==> src/rtl/instr_fetch_queue.sv <==
`default_nettype none
// ============================================================================
// Module   : instr_fetch_queue
// Purpose  : Instruction fetch front end. Issues sequential word fetches to
//            instruction memory, buffers in-order responses in a small FIFO
//            and presents the head instruction (with its PC) to decode.
//            A jump flushes the buffer, redirects fetch, and discards all
//            responses still in flight from the old stream.
// Ports    : clk, rst_n (sync, active-low)
//            jump, jump_target              - redirect from branch logic
//            imem_req_valid/addr/ready      - request channel to memory
//            imem_resp_valid/data           - in-order response channel
//            inst_valid/data/pc, inst_ready - head of buffer to decode
// Revision : 1.0 - initial release
// ============================================================================
module instr_fetch_queue #(
    parameter logic [31:0] RESET_PC = 32'h0000_0000,
    parameter int          DEPTH    = 4,
    parameter int          MAX_OUT  = 2
) (
    input  logic        clk,
    input  logic        rst_n,
    input  logic        jump,
    input  logic [31:0] jump_target,
    output logic        imem_req_valid,
    output logic [31:0] imem_req_addr,
    input  logic        imem_req_ready,
    input  logic        imem_resp_valid,
    input  logic [31:0] imem_resp_data,
    output logic        inst_valid,
    output logic [31:0] inst_data,
    output logic [31:0] inst_pc,
    input  logic        inst_ready
);

    localparam int c_PW = $clog2(DEPTH);   // buffer pointer width
    localparam int c_CW = c_PW + 1;        // holds 0..DEPTH
    localparam int c_OW = c_CW + 1;        // holds count + outstanding

    logic [31:0]     r_fpc;                // next fetch address
    logic [31:0]     r_rpc;                // PC of next accepted response
    logic [c_CW-1:0] r_count;              // buffered entries
    logic [c_CW-1:0] r_out;                // requests issued, response pending
    logic [c_CW-1:0] r_drop;               // pending responses of flushed streams
    logic [c_PW-1:0] r_wptr;
    logic [c_PW-1:0] r_rptr;
    logic [31:0]     r_data [DEPTH];
    logic [31:0]     r_pc   [DEPTH];

    logic            w_req_fire;
    logic            w_push;
    logic            w_pop;
    logic            w_resp_drop;
    logic [c_OW-1:0] w_occupancy;
    logic [c_CW-1:0] w_out_next;

    // A request is only issued if its response is already guaranteed a
    // buffer slot, so the response channel never needs backpressure.
    assign w_occupancy    = {1'b0, r_count} + {1'b0, r_out};
    assign imem_req_valid = rst_n & ~jump
                          & (w_occupancy < c_OW'(DEPTH))
                          & (r_out < c_CW'(MAX_OUT));
    assign imem_req_addr  = r_fpc;
    assign w_req_fire     = imem_req_valid & imem_req_ready;

    assign w_out_next  = r_out + c_CW'(w_req_fire) - c_CW'(imem_resp_valid);
    assign w_resp_drop = imem_resp_valid & (r_drop != '0);
    assign w_push      = imem_resp_valid & (r_drop == '0);

    // No bypass: a response becomes visible the cycle after it is written.
    assign inst_valid = rst_n & ~jump & (r_count != '0);
    assign inst_data  = r_data[r_rptr];
    assign inst_pc    = r_pc[r_rptr];
    assign w_pop      = inst_valid & inst_ready;

    // Control state
    always_ff @(posedge clk) begin
        if (!rst_n) begin
            r_fpc   <= RESET_PC;
            r_rpc   <= RESET_PC;
            r_count <= '0;
            r_out   <= '0;
            r_drop  <= '0;
            r_wptr  <= '0;
            r_rptr  <= '0;
        end else begin
            r_out <= w_out_next;
            if (jump) begin
                // Every response still owed after this edge belongs to the
                // old stream; a response landing this cycle is already
                // accounted for in w_out_next and simply dropped.
                r_fpc   <= jump_target;
                r_rpc   <= jump_target;
                r_count <= '0;
                r_wptr  <= '0;
                r_rptr  <= '0;
                r_drop  <= w_out_next;
            end else begin
                if (w_req_fire) begin
                    r_fpc <= r_fpc + 32'd1;
                end
                if (w_push) begin
                    r_rpc  <= r_rpc + 32'd1;
                    r_wptr <= r_wptr + c_PW'(1);
                end
                if (w_pop) begin
                    r_rptr <= r_rptr + c_PW'(1);
                end
                if (w_resp_drop) begin
                    r_drop <= r_drop - c_CW'(1);
                end
                if (w_push && !w_pop) begin
                    r_count <= r_count + c_CW'(1);
                end else if (!w_push && w_pop) begin
                    r_count <= r_count - c_CW'(1);
                end
            end
        end
    end

    // Buffer storage; contents are qualified by r_count so no reset needed.
    always_ff @(posedge clk) begin
        if (rst_n && !jump && w_push) begin
            r_data[r_wptr] <= imem_resp_data;
            r_pc[r_wptr]   <= r_rpc;
        end
    end

endmodule
`default_nettype wire

==> config.mk <==
export PLATFORM = sky130hd
export DESIGN_NAME = instr_fetch_queue
export DESIGN_NICKNAME = d
export VERILOG_FILES = /design/src/rtl/instr_fetch_queue.sv
export SDC_FILE = /design/constraint.sdc
export NUM_CORES = 1
export LEC_CHECK = 0
export BUFFER_PORTS_ARGS = -buffer_cell sky130_fd_sc_hd__clkbuf_2
export CORE_MARGIN = 2
export CORE_UTILIZATION = 32
export CTS_CLUSTER_SIZE = 24
export DETAILED_ROUTE_END_ITERATION = 10
export PLACE_DENSITY = 0.54
export SYNTH_ARGS = -nofsm -noshare
export SYNTH_HDL_FRONTEND = slang
export SYNTH_SLANG_ARGS = --single-unit
export TNS_END_PERCENT = 100
==> constraint.sdc <==
create_clock -name clk -period 7.9 [get_ports clk]
set_input_delay 1.185 -clock clk [delete_from_list [all_inputs] [get_ports clk]]
set_output_delay 1.185 -clock clk [all_outputs]
set_load 0.02 [all_outputs]
Word level (Yosys, flattened, before mapping)
Memories as Yosys holds them, arrays and structs flattened. A register that Yosys moved wholly into a read port is not among the register bits.
Index checks and enable logic that the tools add are counted.
{"block": "classes", "add_sub_neg": 10, "order_cmp": 2, "mux": 14, "n_bitwise": 10, "n_reduce_logical": 15}
{"op": "32-bit 2-to-1 mux", "count": 4}
{"op": "32-bit by 1-bit adder with 32-bit output, second input constant", "count": 2}
{"op": "3-bit 2-to-1 mux", "count": 4}
{"op": "1-bit bitwise AND", "count": 8}
{"op": "2-bit 2-to-1 mux", "count": 4}
{"op": "2-bit nonzero test", "count": 4}
{"op": "3-bit nonzero test", "count": 2}
{"op": "3-bit by 1-bit subtractor with 3-bit output, second input constant", "count": 2}
{"op": "2-bit by 1-bit adder with 2-bit output, second input constant", "count": 2}
{"op": "3-bit by 3-bit adder with 4-bit output", "count": 1}
{"op": "1-bit logical AND", "count": 4}
{"op": "4-bit by 3-bit < comparator with 1-bit output, second input constant", "count": 1}
{"op": "3-bit by 1-bit adder with 3-bit output", "count": 1}
{"op": "3-bit by 1-bit adder with 3-bit output, second input constant", "count": 1}
{"op": "1-bit logical NOT", "count": 3}
{"op": "3-bit logical NOT", "count": 1}
{"op": "3-bit by 2-bit < comparator with 1-bit output, second input constant", "count": 1}
{"op": "3-bit by 1-bit subtractor with 3-bit output", "count": 1}
{"op": "1-bit 2-to-1 mux", "count": 2}
{"op": "1-bit NOT", "count": 2}
{"op": "2-bit OR reduction", "count": 1}
{"block": "word_totals", "register_bits": 77, "ram_bits": 256, "input_bits": 70, "output_inout_bits": 98, "mem_count": 2}
{"memory": "r_data", "words": 4, "word_bits": 32, "rd": 1, "rd_ports_with_merged_regs": 1, "wr": 1, "line": "47", "rtl": "logic [31:0] r_data [DEPTH];"}
{"memory": "r_pc", "words": 4, "word_bits": 32, "rd": 1, "rd_ports_with_merged_regs": 1, "wr": 1, "line": "48", "rtl": "logic [31:0] r_pc [DEPTH];"}

Depth between registers and ports, before layout
Gate-level depths: netlist (run 1).
{"block": "depth", "ltp_word": 8, "ltp_mapped": 14, "ltp_nobuf": 13}

Worst setup path after synthesis (run 1)
No wires, ideal clock.
{"block": "synth_path", "path_kind": "input -> register", "from": "in imem_resp_valid", "to": "mem r_data[0][0] (enable)", "setup_ns": 0.429, "arrival_ns": 3.448, "t_required_ns": 7.471, "setup_slack_ns": 4.023, "stages": 4, "path_buffers": 2, "path_cell_list": "and3b_1 > clkbuf_1 > clkbuf_1 > and3_1"}
{"block": "synth_via", "elab_chain_cells": 4}
{"element": "start, declared", "line": "28", "rtl": "input logic imem_resp_valid,"}
{"element": "1-bit bitwise AND", "line": "68", "rtl": "assign w_push = imem_resp_valid & (r_drop == '0);"}
{"element": "net w_push", "line": "51", "rtl": "logic w_push;"}
{"element": "1-bit logical AND", "line": "123", "rtl": "if (rst_n && !jump && w_push) begin"}
{"element": "1-bit 2-to-1 mux", "line": "123"}
{"element": "1-bit 2-to-1 mux (implied by the code)", "line": "124", "rtl": "r_data[r_wptr] <= imem_resp_data;"}
{"element": "end, declared", "line": "47"}
The timed path passes the listed nets, and every way through them passes these cells.

==> results.toml, run 1 <==
[run_status]
status = "finished clean"

[timing]
tns_ns = 0
finalHoldViolCount = 0
hold_slack_ns = 0.516
skew_ns = 0.0105
finalSetupViolations = 0
max_slew.worst_pin.slew_ns = 1.05
drv_slew = 0
fin_crit_sh_pct = 50.5
rsz0062_at_grt = "false"
period_needed_ns = 3.99
slew_headroom_pct = 29.8
clock.fmax_ghz = 0.251

[logic_synthesis]
seq_area_frac_synth_pct = 68.9
synthFlopType = "edfxtp_1"
ys_ff_latch = 335
syn_inst = 862
synth.cell_area_um2 = 13500
synth_area_per_cell_um2 = 15.6
async_flop_share_pct = 0
synth-edff-count = 256
ys_types = 55
yosysTopAreaCell = "edfxtp_1"
yosys.area.top_type_share_pct = 57.1
ys.warnings.count = 0
syn_nets = 948
synth_area_leaders = "edfxtp_1 57%, dfxtp_1 12%, mux4_2 11%"

[clock_network]
cts_buffers = 37
clk_latency_ns = 0.52
h-tree-depth = 2
clkSinkCount = 335
clockRootBuffer = "clkbuf_16"
cts_resized = 0
postCtsSetupBuffers = 0
cts_tree = "yes"
clock_path_buffers = 3
clk_pin_slew_worst_paths_ns = 0.06
hold_buffers = 0

[worst_setup_path]
worstSetupPathType = "reg -> out"
crit_chain = "buf_4 > mux4_2 > clkbuf_2"
critPathLaunchType = "flop"
cp.required_ns = 6.71
end_kind = "output pin"
r2r-start = "r_count[2]"
path_max_fanout = 37
arrival_ns = 2.81
slowest_delay_ns = 0.87
cpMaxStageDelayCell = "dfxtp_4"

[floorplanning]
io_pins = 168
fp.coreArea_um2 = 41800
rows = 75
start_util_pct = 32.2
die_h_um = 209
die_w_um = 209
dieArea_um2 = 43700

[power]
fin_total_pwr_w = 0.00388
switchingPower_w = 0.000920
p_clk_share_pct = 40.6
p_leak_nw = 5.31
p_per_area_nw_per_um2 = 243
power_frac_seq_pct = 51.7
peakVddDrop_uv = 122
p_sw_share_pct = 23.7
p_int_w = 0.00296
p_comb_share_pct = 7.7

[global_route]
grt_overflow = 0
antenna_found_initial = 0
grt_usage_pct = 14.1
grt_max_degree = 85
grt_pass1_vias = 8053
grt_pass1_wl_mm = 47.2

[drt]
drt-initial-drc-count = 578
ant_nets = 0
totalWireLength_mm = 30.9
viasPerCell = 5.02
num_vias = 7992
drcViolationCount = 0
drt_pass1_iterations = 5
wire_per_inst_um = 19.4

[placement]
io_buffers = 167
place_congestion = 0.827
dp_hpwl_mm = 19.4

[final_layout]
syn_to_final_growth_pct = 18.5
nets = 1111
fillers = 3936
n_antenna_cell = 0
drive_gt1_share_pct = 28.6
postLayoutCoreUtil_pct = 38.2

[worst_hold_path]
hold_class = "reg -> reg"
min_from = "imem_req_addr[31]"

[job]
maxCapViolCount = 0
[cells by family after synthesis]
| kind of cell | share of synthesized area [%] |
|---|---|
| xor+xnor | 3.19 |
| mux | 11.0 |
| fa+ha+maj | 1.60 |
| buf+inv | 1.89 |
| simple gates | 7.86 |
| flops | 68.9 |
| compound gates | 5.59 |
[cells in the mapped netlist, drive strengths merged (3+ instances only)]
master / number
nor4: 23
inv: 21
buf: 8
and3: 14
o311ai: 4
and2: 6
nand3: 24
and4: 6
mux2i: 3
a31oi: 5
nor3: 14
nor2: 29
nand4: 11
o31ai: 4
ha: 14
mux4: 64
or3: 3
o21a: 3
o21ai: 42
edfxtp: 256
nand2: 50
or4: 6
a21oi: 51
clkbuf: 38
xor2: 10
a21boi: 6
dfxtp: 79
xnor2: 39
[critical path: cells and delay by family, from the launching register on]
| kind | cells | cell delay (ns) |
|---|---|---|
| buf+inv | 2 | 0.78 |
| flops | 1 | 0.87 |
| mux | 1 | 0.61 |
[cells in the final DEF, fill, tap and decap left out, drive strengths merged, types with 29 or more instances in the layout]
cell / n
dfxtp: 79
mux4: 64
edfxtp: 256
nor2: 29
xnor2: 39
o21ai: 42
clkbuf: 209
a21oi: 51
nand2: 50
[registers in the layout, summed over array words and instances (netlist names), named ones only]
signal	cells
r_rptr	2
imem_req_addr	32
r_pc	128
r_count	3
r_out	3
r_drop	3
r_rpc	32
r_wptr	2
r_data	128
[layout make-up]
class	count	area, µm²	share of cell area, %
Sequential cell	335	9280	58.2
Multi-Input combinational cell	460	3960	24.8
Clock buffer	42	945	5.92
Timing Repair Buffer	170	858	5.38
Tap cell	539	674	4.23
Clock inverter	25	155	0.973
Inverter	21	78.8	0.494
[metal layers]
metal / part of all wire, % / up-vias / routed length (µm) / track usage (%)
met5: 0 / - / 0 / 0
met4: 1.7 / 0 / 521 / 3.72
met3: 6.4 / 38 / 1970 / 2.87
met2: 46 / 265 / 14200 / 22.1
met1: 46 / 3993 / 14200 / 20.0
li1: - / 3696 / - / -
[power by group through the flow]
stage,combinational [W],clock (W),sequential (W)
2_1_floorplan,0.000186,0,0.00204
3_3_place_gp,0.000298,0,0.00204
3_5_place_dp,0.000301,0,0.00205
4_1_cts,0.000303,0.00162,0.00201
5_1_grt,0.000331,0.00169,0.00201
6_report,0.000299,0.00158,0.00201
[final timing paths]
kind | end | slack (ns) | cells past startpoint
setup / recovery | inst_pc[8] | 3.91 | 3
hold / removal | imem_req_addr[31] | 0.52 | 2
setup reg to reg | r_drop[2] | 4.36 | 12
hold reg to reg | imem_req_addr[31] | 0.52 | 2
[through the flow]
| stage | cell area, µm² | worst slack (ns) | cells |
|---|---|---|---|
| after detailed placement | 14800 | 3.69 | 1525 |
| final | 15900 | 3.91 | 1592 |
| after CTS | 15900 | 3.76 | 1592 |
| after floorplan | 13500 | 4.02 | 862 |
| after global routing | 15900 | 3.65 | 1592 |
| after global placement | 14800 | 3.77 | 1525 |
No activity file was read; power rests on OpenSTA's default activity.
==> inputs of run 2 (changes only) <==
clock period = 3.8 ns   (was 7.9 ns; I/O delays follow)
==> results.toml, run 2 (synthesized netlist as in run 1, its figures left out) <==
[run_status]
status = "finished clean"

[clock_network]
clk_latency_ns = 0.54
clkSinkCount = 335
h-tree-depth = 2
clockRootBuffer = "clkbuf_16"
cts_resized = 0
cts_buffers = 38
clk_pin_slew_worst_paths_ns = 0.06
postCtsSetupBuffers = 0
cts_tree = "yes"
hold_buffers = 0
clock_path_buffers = 3

[timing]
hold_slack_ns = 0.255
finalSetupViolations = 0
fin_crit_sh_pct = 79.2
fin_ws_ns = 0.791
finalHoldViolCount = 0
skew_ns = 0.0170
period_needed_ns = 3.01
tns_ns = 0
drv_slew = 0
slew_headroom_pct = 53.0
rsz0062_at_grt = "false"
clock.fmax_ghz = 0.332
max_slew.worst_pin.slew_ns = 0.698

[final_layout]
fin_area_um2 = 16400
nets = 1132
postLayoutCoreUtil_pct = 39.2
final_common_cell = "edfxtp_1"
n_antenna_cell = 0
final_cell_mix = "256 x edfxtp_1, 168 x clkbuf_2, 77 x dfxtp_1, 64 x mux4_2, 51 x a21oi_1"
fillers = 3870
reg_top3 = "r_data (128), r_pc (128)"
drive_gt1_share_pct = 30.5
syn_to_final_growth_pct = 21.7

[worst_setup_path]
slowest_delay_ns = 0.53
end_kind = "flop"
crit_buf_inv = 3
path_max_fanout = 8
worstSetupPathType = "reg -> reg"
arrival_ns = 3.46
cp.required_ns = 4.26
cpMaxStageDelayCell = "or4b_4"
crit_chain = "ha_1 > or4b_4 > nor3_4 > inv_1 > ha_1 > inv_1 > ha_1 > inv_1 > fa_1 > xor2_1 > nor2_1 > nor3b_1"
path_delay_family = "simple AND/OR/NAND/NOR gates"
critPathLaunchType = "flop"

[placement]
place_congestion = 0.828
dpl-instance-area_um2 = 15100
pre_cts_ws_ns = 0.811
dp_hpwl_mm = 21.4
io_buffers = 167

[drt]
drt_pass1_iterations = 4
totalWireLength_mm = 31.9
num_vias = 8012
drcViolationCount = 0
ant_nets = 0
wire_per_inst_um = 19.8
viasPerCell = 4.96
drt-initial-drc-count = 473

[floorplanning]
dieArea_um2 = 43700
io_pins = 168
start_util_pct = 32.2
die_h_um = 209
fp.coreArea_um2 = 41800
die_w_um = 209
rows = 75

[global_route]
grt_pass1_vias = 8067
grt_overflow = 0
grt_pass1_wl_mm = 48.8
antenna_found_initial = 0
grt_max_degree = 42
grt_usage_pct = 14.7

[power]
peakVddDrop_uv = 274
p_per_area_nw_per_um2 = 520
p_leak_nw = 5.53

[job]
maxCapViolCount = 0

[worst_hold_path]
hold_class = "in -> reg"
## run 2: area by class of cell
cell class	count	area, µm²	area share, %
sequential	335	9280	56.6
multi-input combinational	460	3960	24.2
timing repair buffer	190	1120	6.84
clock buffer	51	1070	6.54
tap	539	674	4.12
clock inverter	18	205	1.25
inverter	21	78.8	0.481
## run 2: path summary, 6_finish.rpt
kind                           start            end  slack [ns]  cells after the start
hold reg to reg           r_count[2]     r_count[2]        0.52                      2
hold / removal    imem_resp_data[30]  r_data[2][30]        0.26                      1
setup / recovery          r_count[2]      r_drop[2]        0.79                     12
setup reg to reg          r_count[2]      r_drop[2]        0.79                     12
## run 2: worst register-to-register path: stages (launching register included)
cell and delay (ns):
dfxtp_1 0.33, ha_1 0.29, or4b_4 0.53, nor3_4 0.38, inv_1 0.11, ha_1 0.28
inv_1 0.06, ha_1 0.14, inv_1 0.05, fa_1 0.36, xor2_1 0.19, nor2_1 0.06
nor3b_1 0.18
## run 2: power breakdown
group	total (W)	switching (W)	internal, W
logic	0.000636	0.000383	0.000254
registers	0.00417	0.000114	0.00405
clock network	0.00372	0.00146	0.00226
total	0.00853	0.00195	0.00657
## run 2: routing by layer
layer	wire length (µm)	part of all wire, %	track usage [%]	up-vias
met3	1800	5.6	3.56	55
met1	15000	47	20.7	3985
met2	14500	45	22.7	233
met5	0	0	0	-
li1	-	-	-	3739
met4	643	2.0	4.14	0
## run 2: stage by stage
stage | cells | total power, W
6_report | 1614 | 0.00853
5_1_grt | 1614 | 0.00887
4_1_cts | 1614 | 0.00866
3_5_place_dp | 1545 | 0.00489
3_3_place_gp | 1545 | 0.00488
2_1_floorplan | 862 | 0.00462
==> inputs of run 3 (changes only) <==
clock period = 2.9 ns   (was 3.8 ns; I/O delays follow)
==> results.toml, run 3 (synthesized netlist as in run 1, its figures left out) <==
[worst_setup_path]
critPathLaunchType = "flop"
r2r-start = "r_count[2]"
crit_chain = "ha_1 > or4b_4 > buf_4 > nor3_2 > clkbuf_2"
r2r_cells = 12
slowest_delay_ns = 0.55
worstSetupPathType = "reg -> out"
arrival_ns = 2.33
cpMaxStageDelayCell = "or4b_4"
r2r_slack_ns = 0.17
path_max_fanout = 3
r2r-end = "r_drop[2]"
end_kind = "output pin"
cp.required_ns = 2.47

[drt]
num_vias = 8138
drcViolationCount = 0
ant_nets = 0
wire_per_inst_um = 19.6
viasPerCell = 5.01
drt-initial-drc-count = 551
totalWireLength_mm = 31.7
drt_pass1_iterations = 5

[placement]
io_buffers = 167
dp_hpwl_mm = 21.5
place_congestion = 0.837
pre_cts_ws_ns = 0.152

[job]
maxCapViolCount = 0

[global_route]
grt_pass1_vias = 8204
grt_pass1_wl_mm = 49.1
grt_usage_pct = 14.6
grt_overflow = 0
antenna_found_initial = 2
grt_max_degree = 39

[floorplanning]
rows = 75
die_w_um = 209
start_util_pct = 32.2
dieArea_um2 = 43700
die_h_um = 209
io_pins = 168
fp.coreArea_um2 = 41800

[clock_network]
clk_latency_ns = 0.54
cts_buffers = 37
h-tree-depth = 2
clock_path_buffers = 3
hold_buffers = 0
clk_pin_slew_worst_paths_ns = 0.06
clkSinkCount = 335
clockRootBuffer = "clkbuf_16"
cts_tree = "yes"

[timing]
rsz0062_at_grt = "false"
tns_ns = 0
hold_slack_ns = 0.123
finalHoldViolCount = 0
drv_slew = 0
finalSetupViolations = 0
period_needed_ns = 2.77
max_slew.worst_pin.slew_ns = 0.752
fin_crit_sh_pct = 95.5
clock.fmax_ghz = 0.361
fin_ws_ns = 0.131
slew_headroom_pct = 49.3
skew_ns = 0.0215

[power]
fin_total_pwr_w = 0.0112
p_per_area_nw_per_um2 = 679
p_leak_nw = 5.58
peakVddDrop_uv = 374

[final_layout]
n_antenna_cell = 0
drive_gt1_share_pct = 31.2
multi_input_area_um2 = 3990
seq_area_um2 = 9280
syn_to_final_growth_pct = 22.5
final_common_cell = "edfxtp_1"
final_cell_mix = "256 x edfxtp_1, 167 x clkbuf_2, 76 x dfxtp_1, 64 x mux4_2, 51 x a21oi_1"
fillers = 3897
nets = 1142
reg_top3 = "r_data (128), r_pc (128)"

[worst_hold_path]
holdPathStages = 1
min_from = "imem_resp_data[18]"
hold_class = "in -> reg"
min_to = "r_data[0][18]"

[run_status]
status = "finished clean"
run 3: cell type report:
| type | instances | share of cell area [%] |
|---|---|---|
| Clock buffer | 49 | 6.27 |
| Tap cell | 539 | 4.09 |
| Timing Repair Buffer | 201 | 7.45 |
| Multi-Input combinational cell | 460 | 24.2 |
| Sequential cell | 335 | 56.2 |
| Clock inverter | 18 | 1.31 |
| Inverter | 21 | 0.478 |
run 3: worst max path at each step:
| stage | slack, ns | to | startpoint | depth (start not counted) |
|---|---|---|---|---|
| floorplan | 0.01 | r_drop[1] | r_count[2] | 12 |
| global placement | 0.22 | r_drop[2] | r_count[2] | 12 |
| detailed placement | 0.15 | r_drop[2] | r_count[2] | 12 |
| CTS | 0.12 | r_drop[2] | r_count[2] | 12 |
| global route | 0.004 | r_drop[2] | r_count[2] | 12 |
| finish | 0.13 | imem_req_valid | r_count[2] | 5 |
run 3: per-stage QoR:
stage / instance area (µm²) / cells / util (%)
finish: 16500 / 1623 / 39.5
global placement: 15200 / 1554 / 36.4
CTS: 16500 / 1621 / 39.4
detailed placement: 15200 / 1554 / 36.4
global route: 16500 / 1623 / 39.5
floorplan: 13500 / 862 / -
run 3: metal layers:
| layer | wire, µm | global-route usage [%] | up-vias |
|---|---|---|---|
| met5 | 22 | 0 | - |
| met4 | 713 | 4.93 | 4 |
| met3 | 1850 | 3.52 | 55 |
| met2 | 14600 | 22.9 | 234 |
| met1 | 14600 | 20.1 | 4091 |
| li1 | - | - | 3754 |
run 3: critical path: cells and delay by family (launching register included):
kind	cells	cell delay (ns)
and+or+nand+nor	2	0.79
buffers and inverters	2	0.39
DFF	1	0.33
adders and majority gates	1	0.28
run 3: what timing repair did:
action                     4_1_cts  5_1_grt
resized for setup                0        5
setup endpoints to repair        0        1
setup buffers                    0        2
run 3: report_power, final:
group / internal, W / switching, W / leakage, nW
sequential: 0.00531 / 0.000147 / 2.98
combinational: 0.000367 / 0.000517 / 1.99
clock: 0.00296 / 0.00189 / 0.613
